<file path="config.mk">
export PLATFORM = sky130hd
export DESIGN_NAME = grid_io_bank_cfg
export DESIGN_NICKNAME = d
export VERILOG_FILES = /design/src/rtl/grid_io_bank_cfg.sv
export SDC_FILE = /design/constraint.sdc
export NUM_CORES = 1
export LEC_CHECK = 0
export BUFFER_PORTS_ARGS = -buffer_cell sky130_fd_sc_hd__buf_2
export CORE_MARGIN = 5
export CORE_UTILIZATION = 49
export CTS_CLUSTER_SIZE = 10
export DETAILED_ROUTE_END_ITERATION = 8
export PLACE_DENSITY = 0.77
export SETUP_SLACK_MARGIN = 0.02
export SYNTH_ARGS = -nofsm -noshare
export SYNTH_HDL_FRONTEND = slang
export SYNTH_SLANG_ARGS = --single-unit
</file>
<file path="constraint.sdc">
create_clock -name prog_clk -period 1.6 [get_ports prog_clk]
set_input_delay 0.32 -clock prog_clk [delete_from_list [all_inputs] [get_ports prog_clk]]
set_output_delay 0.32 -clock prog_clk [all_outputs]
set_load 0.05 [all_outputs]
</file>
<file path="src/rtl/grid_io_bank_cfg.sv">
// Serially configured IO bank: a shift chain feeds a shadow register that drives the pads.
// Define GRID_IO_CFG_PARITY_EN to append an even-parity bit to each frame.
module grid_io_bank_cfg #(
  parameter int NUM_IO = 4
) (
  input  logic              prog_clk,
  input  logic              pReset,
  input  logic              IO_ISOL_N,
  input  logic              ccff_head,
  input  logic              ccff_shift_en,
  input  logic              ccff_commit,
  input  logic [NUM_IO-1:0] gfpga_pad_EMBEDDED_IO_HD_SOC_IN,
  output logic [NUM_IO-1:0] gfpga_pad_EMBEDDED_IO_HD_SOC_OUT,
  output logic [NUM_IO-1:0] gfpga_pad_EMBEDDED_IO_HD_SOC_DIR,
  input  logic [NUM_IO-1:0] pin_outpad,
  output logic [NUM_IO-1:0] pin_inpad,
  output logic              ccff_tail,
  output logic              cfg_valid,
  output logic              cfg_err
);

  localparam int FW = 2 * NUM_IO;
`ifdef GRID_IO_CFG_PARITY_EN
  localparam int L  = FW + 1;
`else
  localparam int L  = FW;
`endif
  localparam int CW = $clog2(L);

  localparam logic [0:0] UNCFG  = 1'b0;
  localparam logic [0:0] ACTIVE = 1'b1;

  logic [L-1:0]  chain_r;
  logic [FW-1:0] shadow_r;
  logic [CW-1:0] cnt_r;
  logic [0:0]    state_r;
  logic          cfg_valid_r;
  logic          cfg_err_r;

  logic commit_req_s;
  logic frame_ok_s;
  logic accept_s;
  logic reject_s;
  logic enabled_s;

`ifdef GRID_IO_CFG_PARITY_EN
  function automatic logic frame_parity(input logic [L-1:0] frame);
    return ^frame;
  endfunction
`endif

  // Commit qualification; a commit coinciding with a shift is silently dropped.
  always_comb begin
    commit_req_s = ccff_commit & ~ccff_shift_en;
`ifdef GRID_IO_CFG_PARITY_EN
    frame_ok_s   = (cnt_r == {CW{1'b0}}) && (frame_parity(chain_r) == 1'b0);
`else
    frame_ok_s   = (cnt_r == {CW{1'b0}});
`endif
    accept_s     = commit_req_s & frame_ok_s;
    reject_s     = commit_req_s & ~frame_ok_s;
  end

  // Shift chain and frame bit counter.
  always_ff @(posedge prog_clk) begin
    if (pReset) begin
      chain_r <= {L{1'b0}};
      cnt_r   <= {CW{1'b0}};
    end else if (ccff_shift_en) begin
      chain_r <= {chain_r[L-2:0], ccff_head};
      if (cnt_r == CW'(L - 1)) begin
        cnt_r <= {CW{1'b0}};
      end else begin
        cnt_r <= cnt_r + CW'(1);
      end
    end else begin
      chain_r <= chain_r;
      cnt_r   <= cnt_r;
    end
  end

  // Shadow register and configuration state; only reset leaves ACTIVE.
  always_ff @(posedge prog_clk) begin
    if (pReset) begin
      shadow_r    <= {FW{1'b0}};
      state_r     <= UNCFG;
      cfg_valid_r <= 1'b0;
      cfg_err_r   <= 1'b0;
    end else begin
      if (accept_s) begin
        shadow_r    <= chain_r[FW-1:0];
        cfg_valid_r <= 1'b1;
      end else begin
        shadow_r    <= shadow_r;
        cfg_valid_r <= cfg_valid_r;
      end
      cfg_err_r <= cfg_err_r | reject_s;
      case (state_r)
        UNCFG:   state_r <= accept_s ? ACTIVE : UNCFG;
        ACTIVE:  state_r <= ACTIVE;
        default: state_r <= UNCFG;
      endcase
    end
  end

  // Pad muxing straight from the shadow so in-flight shifts never disturb the pads.
  always_comb begin
    enabled_s                        = IO_ISOL_N & (state_r == ACTIVE);
    gfpga_pad_EMBEDDED_IO_HD_SOC_DIR = {NUM_IO{1'b1}};
    gfpga_pad_EMBEDDED_IO_HD_SOC_OUT = {NUM_IO{1'b0}};
    pin_inpad                        = {NUM_IO{1'b0}};
    for (int i = 0; i < NUM_IO; i++) begin
      if (enabled_s) begin
        gfpga_pad_EMBEDDED_IO_HD_SOC_DIR[i] = shadow_r[2*i];
        if (shadow_r[2*i]) begin
          pin_inpad[i] = gfpga_pad_EMBEDDED_IO_HD_SOC_IN[i] ^ shadow_r[2*i+1];
        end else begin
          gfpga_pad_EMBEDDED_IO_HD_SOC_OUT[i] = pin_outpad[i];
        end
      end else begin
        gfpga_pad_EMBEDDED_IO_HD_SOC_DIR[i] = 1'b1;
      end
    end
  end

  assign ccff_tail = chain_r[L-1];
  assign cfg_valid = cfg_valid_r;
  assign cfg_err   = cfg_err_r;

endmodule

</file>
# After elaboration in Yosys (flattened, before gate mapping)
# Index checks and enable logic that the tools add are counted.
[op_classes] n_addsub=1 mul=0 div=0 n_lt_le_gt_ge=0 n_eq_ne=1 shift=0 n_mux=23 n_bitwise=12 n_reduce_logical=1
[op_table] cell="1-bit two-way mux" count=21
[op_table] cell="1-bit bitwise AND" count=4
[op_table] cell="1-bit bitwise XOR" count=4
[op_table] cell="3-bit by 1-bit adder with 3-bit output, second input constant" count=1
[op_table] cell="3-bit equality test, second input constant" count=1
[op_table] cell="3-bit logical NOT" count=1
[op_table] cell="3-bit two-way mux" count=1
[op_table] cell="1-bit inverter" count=3
[op_table] cell="1-bit case mux with 2 select lines" count=1
[op_table] cell="1-bit OR" count=1
[word_totals] reg_bits=22 latchBits=0 ram_bits=0 rom_bits=0 input_bits=14 wordCells=44 memories=0

# Logic depth before layout (Yosys ltp)
# Gate-level depths: netlist (run 1).
[depth] ltp_word=5 mapped_depth=6

# Worst setup path after synthesis (run 1)
# Ideal clock, no wire load.
[synth_path] path_type="input to output" start="input port IO_ISOL_N" end="output port gfpga_pad_EMBEDDED_IO_HD_SOC_OUT[0]" t_arrival_ns=1.642 t_required_ns=1.280 setup_slack_ns=-0.362 cell_stages=3 path_buffers=0 cell_sequence="and2_1 > nand2b_1 > nor2_1"
[synth_between] elab_chain_len=2
[synth_lines] element="start: declaration" line_no="8" source="input logic IO_ISOL_N,"
[synth_lines] element="1-bit bitwise AND" line_no="108" source="enabled_s = IO_ISOL_N & (state_r == ACTIVE);"
[synth_lines] element="1-bit two-way mux" line_no="113" source="if (enabled_s) begin"
[synth_lines] element="end: declaration" line_no="13" source="output logic [NUM_IO-1:0] gfpga_pad_EMBEDDED_IO_HD_SOC_OUT,"
# Every way passes these cells.

# Worst setup path after layout (run 1)
[layout_path] start="register state_r" end="output port gfpga_pad_EMBEDDED_IO_HD_SOC_OUT[3]"
[layout_between] elab_chain_len=2
[layout_lines] element="start: declaration" line_no="36" source="logic [0:0] state_r;"
[layout_lines] element="start signal: assignment" line_no="99" source="UNCFG: state_r <= accept_s ? ACTIVE : UNCFG;"
[layout_lines] element="1-bit bitwise AND" line_no="108"
[layout_lines] element="1-bit two-way mux" line_no="113"
# Every way passes these cells.

==> results of run 1 <==
==> sequential cells by signal (all words and copies together) (netlist names) <==
register,cells
chain_r,8
shadow_r,8
cfg_valid,1
cfg_err,1
state_r,1
cnt_r,3
==> metal layers <==
layer | vias to the layer above | part of all wire, % | GRT usage [%]
li1 | 384 | - | -
met1 | 338 | 42 | 16.24
met2 | 18 | 51 | 23.79
met3 | 4 | 5.9 | 2.493
met4 | 0 | 1.5 | 6.383
met5 | - | 0 | 0
==> worst paths after layout <==
| path | startpoint | end | slack [ns] | depth (start not counted) |
|---|---|---|---|---|
| worst min-delay path | ccff_head | chain_r[0] | 0.25 | 3 |
| worst max-delay path | state_r | gfpga_pad_EMBEDDED_IO_HD_SOC_OUT[3] | 0.08 | 4 |
| worst min register to register | cfg_err | cfg_err | 0.48 | 2 |
| worst max register to register | cnt_r[0] | shadow_r[4] | 0.19 | 5 |
==> area by class of cell <==
type	instances	share of cell area, %
well taps	25	2.588
multi-input cells	68	40.27
repair buffers	29	16.56
inverters	7	2.174
clock buffers	3	1.863
flip-flops and latches	22	36.54
==> repair_timing <==
action / CTS / global route
hold buffers: 0 / 0
gates resized for setup: 18 / 4
gates cloned: 0 / 0
buffers inserted: 0 / 0
endpoints found under the setup margin: 12 / 13
==> logic make-up after synthesis <==
family / after synthesis
AND/OR/NAND/NOR: 41
flip-flops: 22
multiplexers: 17
buffers and inverters: 11
XOR/XNOR: 4
AO/OA/AOI/OAI: 3
adder cells (fa/ha/maj): 3
==> power groups by stage <==
stage | combinational [mW] | sequential [mW] | clock, mW
floorplan | 0.0974 | 0.591 | 0
global placement | 0.141 | 0.581 | 0
detailed placement | 0.145 | 0.582 | 0
CTS | 0.153 | 0.570 | 0.252
global route | 0.165 | 0.573 | 0.275
finish | 0.154 | 0.570 | 0.243
==> through the flow <==
stage / std cells / hold WS (ns) / setup slack, ns
floorplan: 101 / 0.3891 / -0.01900
global placement: 151 / 0.4456 / 0.1237
detailed placement: 151 / 0.4579 / 0.05687
CTS: 154 / 0.2437 / 0.04243
global route: 154 / 0.2687 / -0.0001779
finish: 154 / 0.2508 / 0.07622
==> cells in the final DEF, fill, tap and decap left out, types with 2 or more instances in the layout <==
cell type                  count
sky130_fd_sc_hd__inv_1         7
sky130_fd_sc_hd__buf_4         9
sky130_fd_sc_hd__buf_8         2
sky130_fd_sc_hd__ha_1          3
sky130_fd_sc_hd__clkbuf_4      3
sky130_fd_sc_hd__xor2_1        4
sky130_fd_sc_hd__and3_1        4
sky130_fd_sc_hd__mux2i_1      17
sky130_fd_sc_hd__buf_6         2
sky130_fd_sc_hd__a21oi_1       2
sky130_fd_sc_hd__nand2b_1      5
sky130_fd_sc_hd__nor2_1       23
sky130_fd_sc_hd__dfxtp_1      21
sky130_fd_sc_hd__nor2_4        4
sky130_fd_sc_hd__buf_2        16
==> worst max-delay path, cell delays in order, from the launching register on <==
cell and delay (ns):
sky130_fd_sc_hd__dfxtp_2 0.35, sky130_fd_sc_hd__and2_4 0.17, sky130_fd_sc_hd__nand2b_1 0.12, sky130_fd_sc_hd__nor2_4 0.10, sky130_fd_sc_hd__buf_6 0.16
==> impl.org, run 1 <==
** Synthesis
- Dominant combinational cell family by area after synthesis :: simple AND/OR/NAND/NOR gates
- Counting distinct cell types in the post-synthesis netlist gives 19.
- Synth Area in XOR/XNOR :: roughly 3.7%
- Syn avg cell area :: between 9 and 10 um2
- Proportion of synthesized area in mux cells :: between 10% and 20%
- Counting every net in the synthesized netlist gives 118.
- After Yosys synthesis, full adders, half adders and majority gates account for 3.974% of the synthesized area.
- Post-synthesis cell type with the largest combined area :: sky130_fd_sc_hd__dfxtp_1
- Post-Syn Instances :: 101
- The share of synthesized area in the top cell type comes to 46.62%.
- Register bit total from synthesis :: 22
- Of the total synthesized cell area, the portion taken by AND, OR, NAND and NOR gates is 20.66%.
- Synthesized area :: about 940 um2
- Post-synth EDFFs :: 0
- Most instantiated cells after synthesis :: 27 x sky130_fd_sc_hd__nor2_1, 22 x sky130_fd_sc_hd__dfxtp_1, 17 x sky130_fd_sc_hd__mux2i_1
- Counting flops with an async set or reset pin after synthesis yields a share of 0%.
- Summing the areas of all compound-gate instances in the mapped netlist gives around 1.7% of the synthesized area.
- Leading register cell type out of synthesis :: sky130_fd_sc_hd__dfxtp_1
- Yosys instantiated no cell more often than sky130_fd_sc_hd__nor2_1.
- Dominant cells by area after synthesis :: sky130_fd_sc_hd__dfxtp_1 47%, sky130_fd_sc_hd__mux2i_1 18%, sky130_fd_sc_hd__nor2_1 11%
- Yosys warnings :: 0
- Post-synthesis sequential area ratio :: 46.62%

** Finish
- The area growth from synthesis to layout is 27.95%.
- The layout has 139 filler cells.
- Number of diodes added for antenna fixing :: 0
- Total area of sequential cells :: 441.7 um2
- The multi-input combinational cells in the finished layout cover a total of ~490 um2.
- Number of nets in the layout :: 148
- Final core area utilization :: 67.79%
- Cells with a size suffix above 1 make up 30.23% of the layout.
- Final std cell area, no fill :: 0.001209 mm2

** Floorplan
- Measured along the y axis, the die boundary spans 53.91 um.
- 29 I/O pins were placed.
- In this run the horizontal extent of the chip is about 54 um.
- Placeable core area :: 0.001783 mm2
- Total number of placement rows :: 15
- Starting Density :: 52.98%
- The die covers about 0.0029 mm2.

** Detailed routing
- Drt initial violations :: 6
- The first detailed-routing pass took 4 iterations.
- Post-detailed-routing wire length :: roughly 1800 um
- Routed len/inst :: 11.81 um
- In the routed layout, each cell is associated on average with a via count of 4.831.
- The detail route stage leaves a number of antenna-violating nets equal to 0.
- DRC viols :: 0
- Detailed routing inserted a total of 744 vias.

** Timing
- Fin. max-slew vios :: 0
- Final period demand of the worst path :: 1.524 ns
- Dividing the final minimum period by the clock period gives 95.24%.
- Remaining max-slew budget at the tightest pin :: 74.28%
- For this run, the top clock speed supported by timing is 656.3 MHz.
- Transition time at the pin with the least slew margin :: 0.3858 ns
- Number of hold-slack violations in the final timing report :: 0
- Number of failing setup endpoints in the final timing report :: 0
- Post-route setup TNS :: 0 ns
- RSZ-0062 raised after global routing :: true
- On the final layout, the worst clock skew is 0.002072 ns.

** Placement
- Number of input and output port buffers inserted :: 28
- Half-perimeter wire length after detailed placement :: 1356 um
- Placer congestion estimate :: 0.7256
- In this run the cell area measured after placement is 0.001130 mm2.

** Worst setup path
- Data arrival time of the critical path :: about 1.2 ns
- Path type of the worst setup path :: reg2out
- In this run the worst path has a maximum fanout of 8.
- The worst setup path is launched from a flop.
- Critical path capture point type :: output port
- For the worst setup path, the data required time is 1.28 ns.

** Global route
- Vias in the first global route :: approximately 700
- Total congestion overflow after global routing :: 0
- Global routing consumed, over all layers together, a little over an eighth of the routing resources.
- The number of antenna violations at the first check in global routing is 0.
- Global-route wire length before repair :: between 2000 and 3000 um
- Largest net degree at the start of global routing :: 23

** Clock network
- H-tree levels :: 1
- Clock-pin slew was measured on the worst setup and hold paths at approximately 0.11 ns.
- At the later pin of the worst-skew pair, clock insertion delay measures 0.30 ns.
- Clock tree from TritonCTS :: built
- Number of buffers on the longest clock path :: 2
- Clock buffer count from CTS :: 3
- Sinks on Clock Net :: 22
- The tree is rooted in a sky130_fd_sc_hd__clkbuf_4.

** Power
- Total chip power :: 0.9662 mW
- Combinational cells account for 15.9% of the total power.
- Power per cell area :: 799.4 mW/mm2
- The worst-case IR drop observed on VDD is 559.8 uV.
- Sequential cells account for 59.0% of the total power.
- In this run switching power makes up 26.81% of total power.
- Clock Power Share :: 25.1%
- Internal power contribution :: 0.7071 mW
- Pleak :: approximately 0.58 nW
- In this run the power spent charging and discharging nets is around 0.26 mW.

** Hold path
- The tightest min-delay check is of the in2reg type.

** Job
- Max cap viols :: 0

** Run status
- Outcome :: finished clean
(Power assumes the default switching activity.)
==> run 2: changes to the inputs <==
ABC_AREA = 1   (was default)
CORE_UTILIZATION = 50   (was 49)
==> impl.org, run 2 <==
** Global route
- Overall Global Routing Usage :: 13.90% (+0.15 points)
- Global-route wire length before repair :: 2967 um (+1.4%)
- Total congestion overflow after global routing :: 0 (unchanged)
- The number of antenna violations at the first check in global routing is 0 (unchanged).
- Vias in the first global route :: 740 (+5.3%)
- Largest net degree at the start of global routing :: 19 (-17%)

** Synthesis
- Post-synth EDFFs :: 0 (unchanged)
- The count of state elements after synthesis came to 22 (unchanged).
- Dominant cells by area after synthesis :: sky130_fd_sc_hd__dfxtp_1 43%, sky130_fd_sc_hd__nor2_1 9.6%, sky130_fd_sc_hd__inv_1 7.0%
- The proportion of synthesized flip-flops having asynchronous set or reset came to 0% (unchanged).
- Post-synthesis cell type with the largest combined area :: sky130_fd_sc_hd__dfxtp_1
- Syn avg cell area :: 7.416 um2 (-21%)
- For this run, the leading register cell type out of synthesis is sky130_fd_sc_hd__dfxtp_1.
- In the synthesized netlist, the cells that appear most often are 26 x sky130_fd_sc_hd__nor2_1, 22 x sky130_fd_sc_hd__dfxtp_1, 19 x sky130_fd_sc_hd__inv_1, 19 x sky130_fd_sc_hd__nand2_1, 12 x sky130_fd_sc_hd__a21oi_1.
- The area fraction of the dominant cell type after synthesis is 43.35% (-3.3 points).
- Synthesized area :: 0.001016 mm2 (+7.5%)
- Most common cell in the netlist :: sky130_fd_sc_hd__nor2_1
- The instance count of the mapped netlist is 137 (+36%).
- Yosys warnings :: 0 (unchanged)
- The count of distinct cell types in the synthesized netlist is 19 (unchanged).
- Post-synthesis sequential area ratio :: 43.35% (-3.3 points)
- Syn Nets :: 154 (+31%)

** Floorplan
- The initial standard-cell utilization of the core is 52.32% (-0.66 points).
- The top-level port count was 29 (unchanged).
- The full die area was 0.003033 mm2 (+4.4%).
- The chip height came to 55.08 um (+2.2%).
- Placeable core area :: 0.001942 mm2 (+8.9%)
- Total number of placement rows :: 16 (+1)
- Die X :: 55.08 um (+2.2%)

** Detailed routing
- The number of iterations in the first detailed-routing pass is 4 (unchanged).
- The post-route antenna net violation count was 0 (unchanged).
- Vias per inst :: 4.583 (-5.1%)
- The total DRC errors in the routed layout is 0 (unchanged).
- The average wire per standard cell was 10.06 um (-15%).
- Drt initial violations :: 11 (+5)
- The aggregate routed wire length came to 1931 um (+6.2%).
- Routed vias :: 880 (+18%)

** Finish
- The total inserted antenna cells came to 0 (unchanged).
- The design area is 0.001226 mm2 (+1.4%).
- In the layout the commonest cells are 26 x sky130_fd_sc_hd__nor2_1, 22 x sky130_fd_sc_hd__dfxtp_1, 19 x sky130_fd_sc_hd__inv_1, 19 x sky130_fd_sc_hd__buf_2, 18 x sky130_fd_sc_hd__nand2_1.
- The layout cell share with drive strength beyond 1 came to 24.24% (-6.0 points).
- Most common cell after layout, fill and taps aside :: sky130_fd_sc_hd__nor2_1
- Number of nets in the layout :: 184 (+24%)
- The count of fill cells added during filler insertion is 189 (+36%).
- From synthesis to final layout, the design area changed by 20.69%.
- Largest registers in the final layout :: chain_r (8), shadow_r (8), cnt_r (3)

** Timing
- The total of endpoints with negative setup slack in the final report came to 0 (unchanged).
- Worst clock skew :: 0.006361 ns (+0.004289 ns)
- Transition time at the pin with the least slew margin :: 0.3269 ns (-0.05889 ns)
- Number of hold-slack violations in the final timing report :: 0 (unchanged)
- Min Hold Slack :: 0.2353 ns (-0.01557 ns)
- The final critical-path required period came to 1.530 ns (+0.006140 ns).
- Final period util :: 95.62% (+0.38 points)
- The max-slew violation count was 0 (unchanged).
- Setup repair after global routing left no endpoint under its margin.
- Remaining max-slew budget at the tightest pin :: 78.21% (+3.9 points)
- Peak clock frequency supported by timing :: 653.6 MHz (-0.40%)

** Worst setup path
- The critical path in this run is classified as reg2out.
- Peak fanout along the critical path :: 9 (+1)
- The required arrival time at the worst endpoint came to 1.28 ns (about the same).
- Worst setup SP type :: flop
- Critical path capture point type :: output port
- Data arrival time of the critical path :: 1.21 ns (about the same)

** Clock network
- Sinks on Clock Net :: 22 (unchanged)
- The maximum clock path buffer count was 2 (unchanged).
- Clock buffer count from CTS :: 3 (unchanged)
- H-tree levels :: 1 (unchanged)
- Clock-pin slew on the worst setup and hold paths :: 0.11 ns (about the same)
- TritonCTS built the clock tree.
- CTS root buffer :: sky130_fd_sc_hd__clkbuf_4
- The post-CTS setup repair buffer count came to 0 (unchanged).
- Clk_lat worst skew :: 0.31 ns (about the same)

** Power
- Share of total power consumed by net switching :: 30.35% (+3.5 points)
- Logic gate share of total power :: 21.0% (+5.1 points)
- The static leakage power was 0.5797 nW (-0.67%).
- Clock Power Share :: 22.6% (-2.5 points)
- The peak supply drop was 518.8 uV (-7.3%).
- Sequential cell fraction of total power :: 56.4% (-2.6 points)
- The cell-internal power came to 0.7501 mW (+6.1%).
- The power density over cell area was 878.3 mW/mm2 (+9.9%).
- The switching power summed over all nets is 0.3268 mW (+26%).

** Placement
- The placed standard-cell area is 0.001164 mm2 (+3.0%).
- Half-perimeter wire length after detailed placement :: 1514 um (+12%)
- The weighted congestion reported at the end of routability-driven placement was 0.7486 (+3.2%).
- Number of input and output port buffers inserted :: 28 (unchanged)

** Job
- Max cap viols :: 0 (unchanged)

** Run status
- Outcome :: finished clean

** Hold path
- The tightest min-delay check is of the in2reg type.
==> run 2: cell types whose count changed in the layout (fill, tap and decap cells not counted), moves of 5 or more <==
cell | previous run | this run
sky130_fd_sc_hd__mux2i_1 | 17 | 0
sky130_fd_sc_hd__nand2_1 | 1 | 18
sky130_fd_sc_hd__nand3_1 | 0 | 9
sky130_fd_sc_hd__a21oi_1 | 2 | 12
sky130_fd_sc_hd__nand2b_1 | 5 | 0
sky130_fd_sc_hd__o21ai_0 | 0 | 9
sky130_fd_sc_hd__inv_1 | 7 | 19
==> run 2: routing by layer <==
layer | GRT usage (%) | routed length (um)
met5 | 0 | 0
met4 | 8.502 | 45
met3 | 3.217 | 150
met2 | 22.83 | 832
met1 | 16.28 | 902
==> run 2: per-stage QoR <==
stage	setup TNS (ns)	std cells	setup slack, ns	utilization (%)	total power [mW]
after floorplan	-1.200	137	-0.3000	-	0.7916
after global placement	0	189	0.2187	59.92	0.8331
after detailed placement	0	189	0.1750	59.92	0.8409
after CTS	0	192	0.03417	62.24	1.092
after global routing	0	192	0.02197	63.14	1.146
final	0	192	0.07008	63.14	1.077
==> run 2: logic make-up (layout without fill, tap and decap cells) <==
logic type / Yosys count / after routing / synth area share (%)
buffers and inverters: 24 / 52 / 10.84
xor gates and xnor gates: 4 / 4 / 3.448
and+or+nand+nor: 62 / 62 / 27.83
DFF: 22 / 22 / 43.35
AOI/OAI and AO/OA: 22 / 22 / 10.84
adders and majority gates: 3 / 3 / 3.695
==> run 2: what timing repair did <==
| item | in CTS | in global routing |
|---|---|---|
| gates resized for setup | 8 | 5 |
| endpoints found under the setup margin | 9 | 5 |
| hold buffers | 0 | 0 |
==> run 2: critical path, cell delays in order (launching register included) <==
cell and delay [ns]:
sky130_fd_sc_hd__dfxtp_1 0.39, sky130_fd_sc_hd__nand2_4 0.10, sky130_fd_sc_hd__nor3_1 0.19, sky130_fd_sc_hd__buf_4 0.23
==> run 2: path summary, 6_finish.rpt <==
check        startpoint  depth (start not counted)      endpoint  slack, ns
min              pReset                          2      cnt_r[1]       0.24
max             state_r                          3  pin_inpad[2]       0.07
min reg2reg  chain_r[5]                          2    chain_r[6]       0.48
max reg2reg    cnt_r[0]                          7   shadow_r[3]       0.42
==> run 2: area by class of cell <==
| cell class | instances | area, um2 | share of cell area (%) |
|---|---|---|---|
| Clock buffer | 3 | 22.52 | 1.837 |
| Inverter | 21 | 83.83 | 6.837 |
| Multi-Input combinational cell | 91 | 483.0 | 39.39 |
| Sequential cell | 22 | 440.4 | 35.92 |
| Tap cell | 27 | 33.78 | 2.755 |
| Timing Repair Buffer | 28 | 162.7 | 13.27 |
==> run 2: power groups by stage <==
| stage | Combinational [mW] | Sequential (mW) | Clock [mW] |
|---|---|---|---|
| 5_1_grt | 0.253 | 0.613 | 0.280 |
| 3_3_place_gp | 0.216 | 0.617 | 0 |
| 6_report | 0.227 | 0.607 | 0.243 |
| 3_5_place_dp | 0.221 | 0.620 | 0 |
| 4_1_cts | 0.225 | 0.607 | 0.260 |
| 2_1_floorplan | 0.159 | 0.633 | 0 |
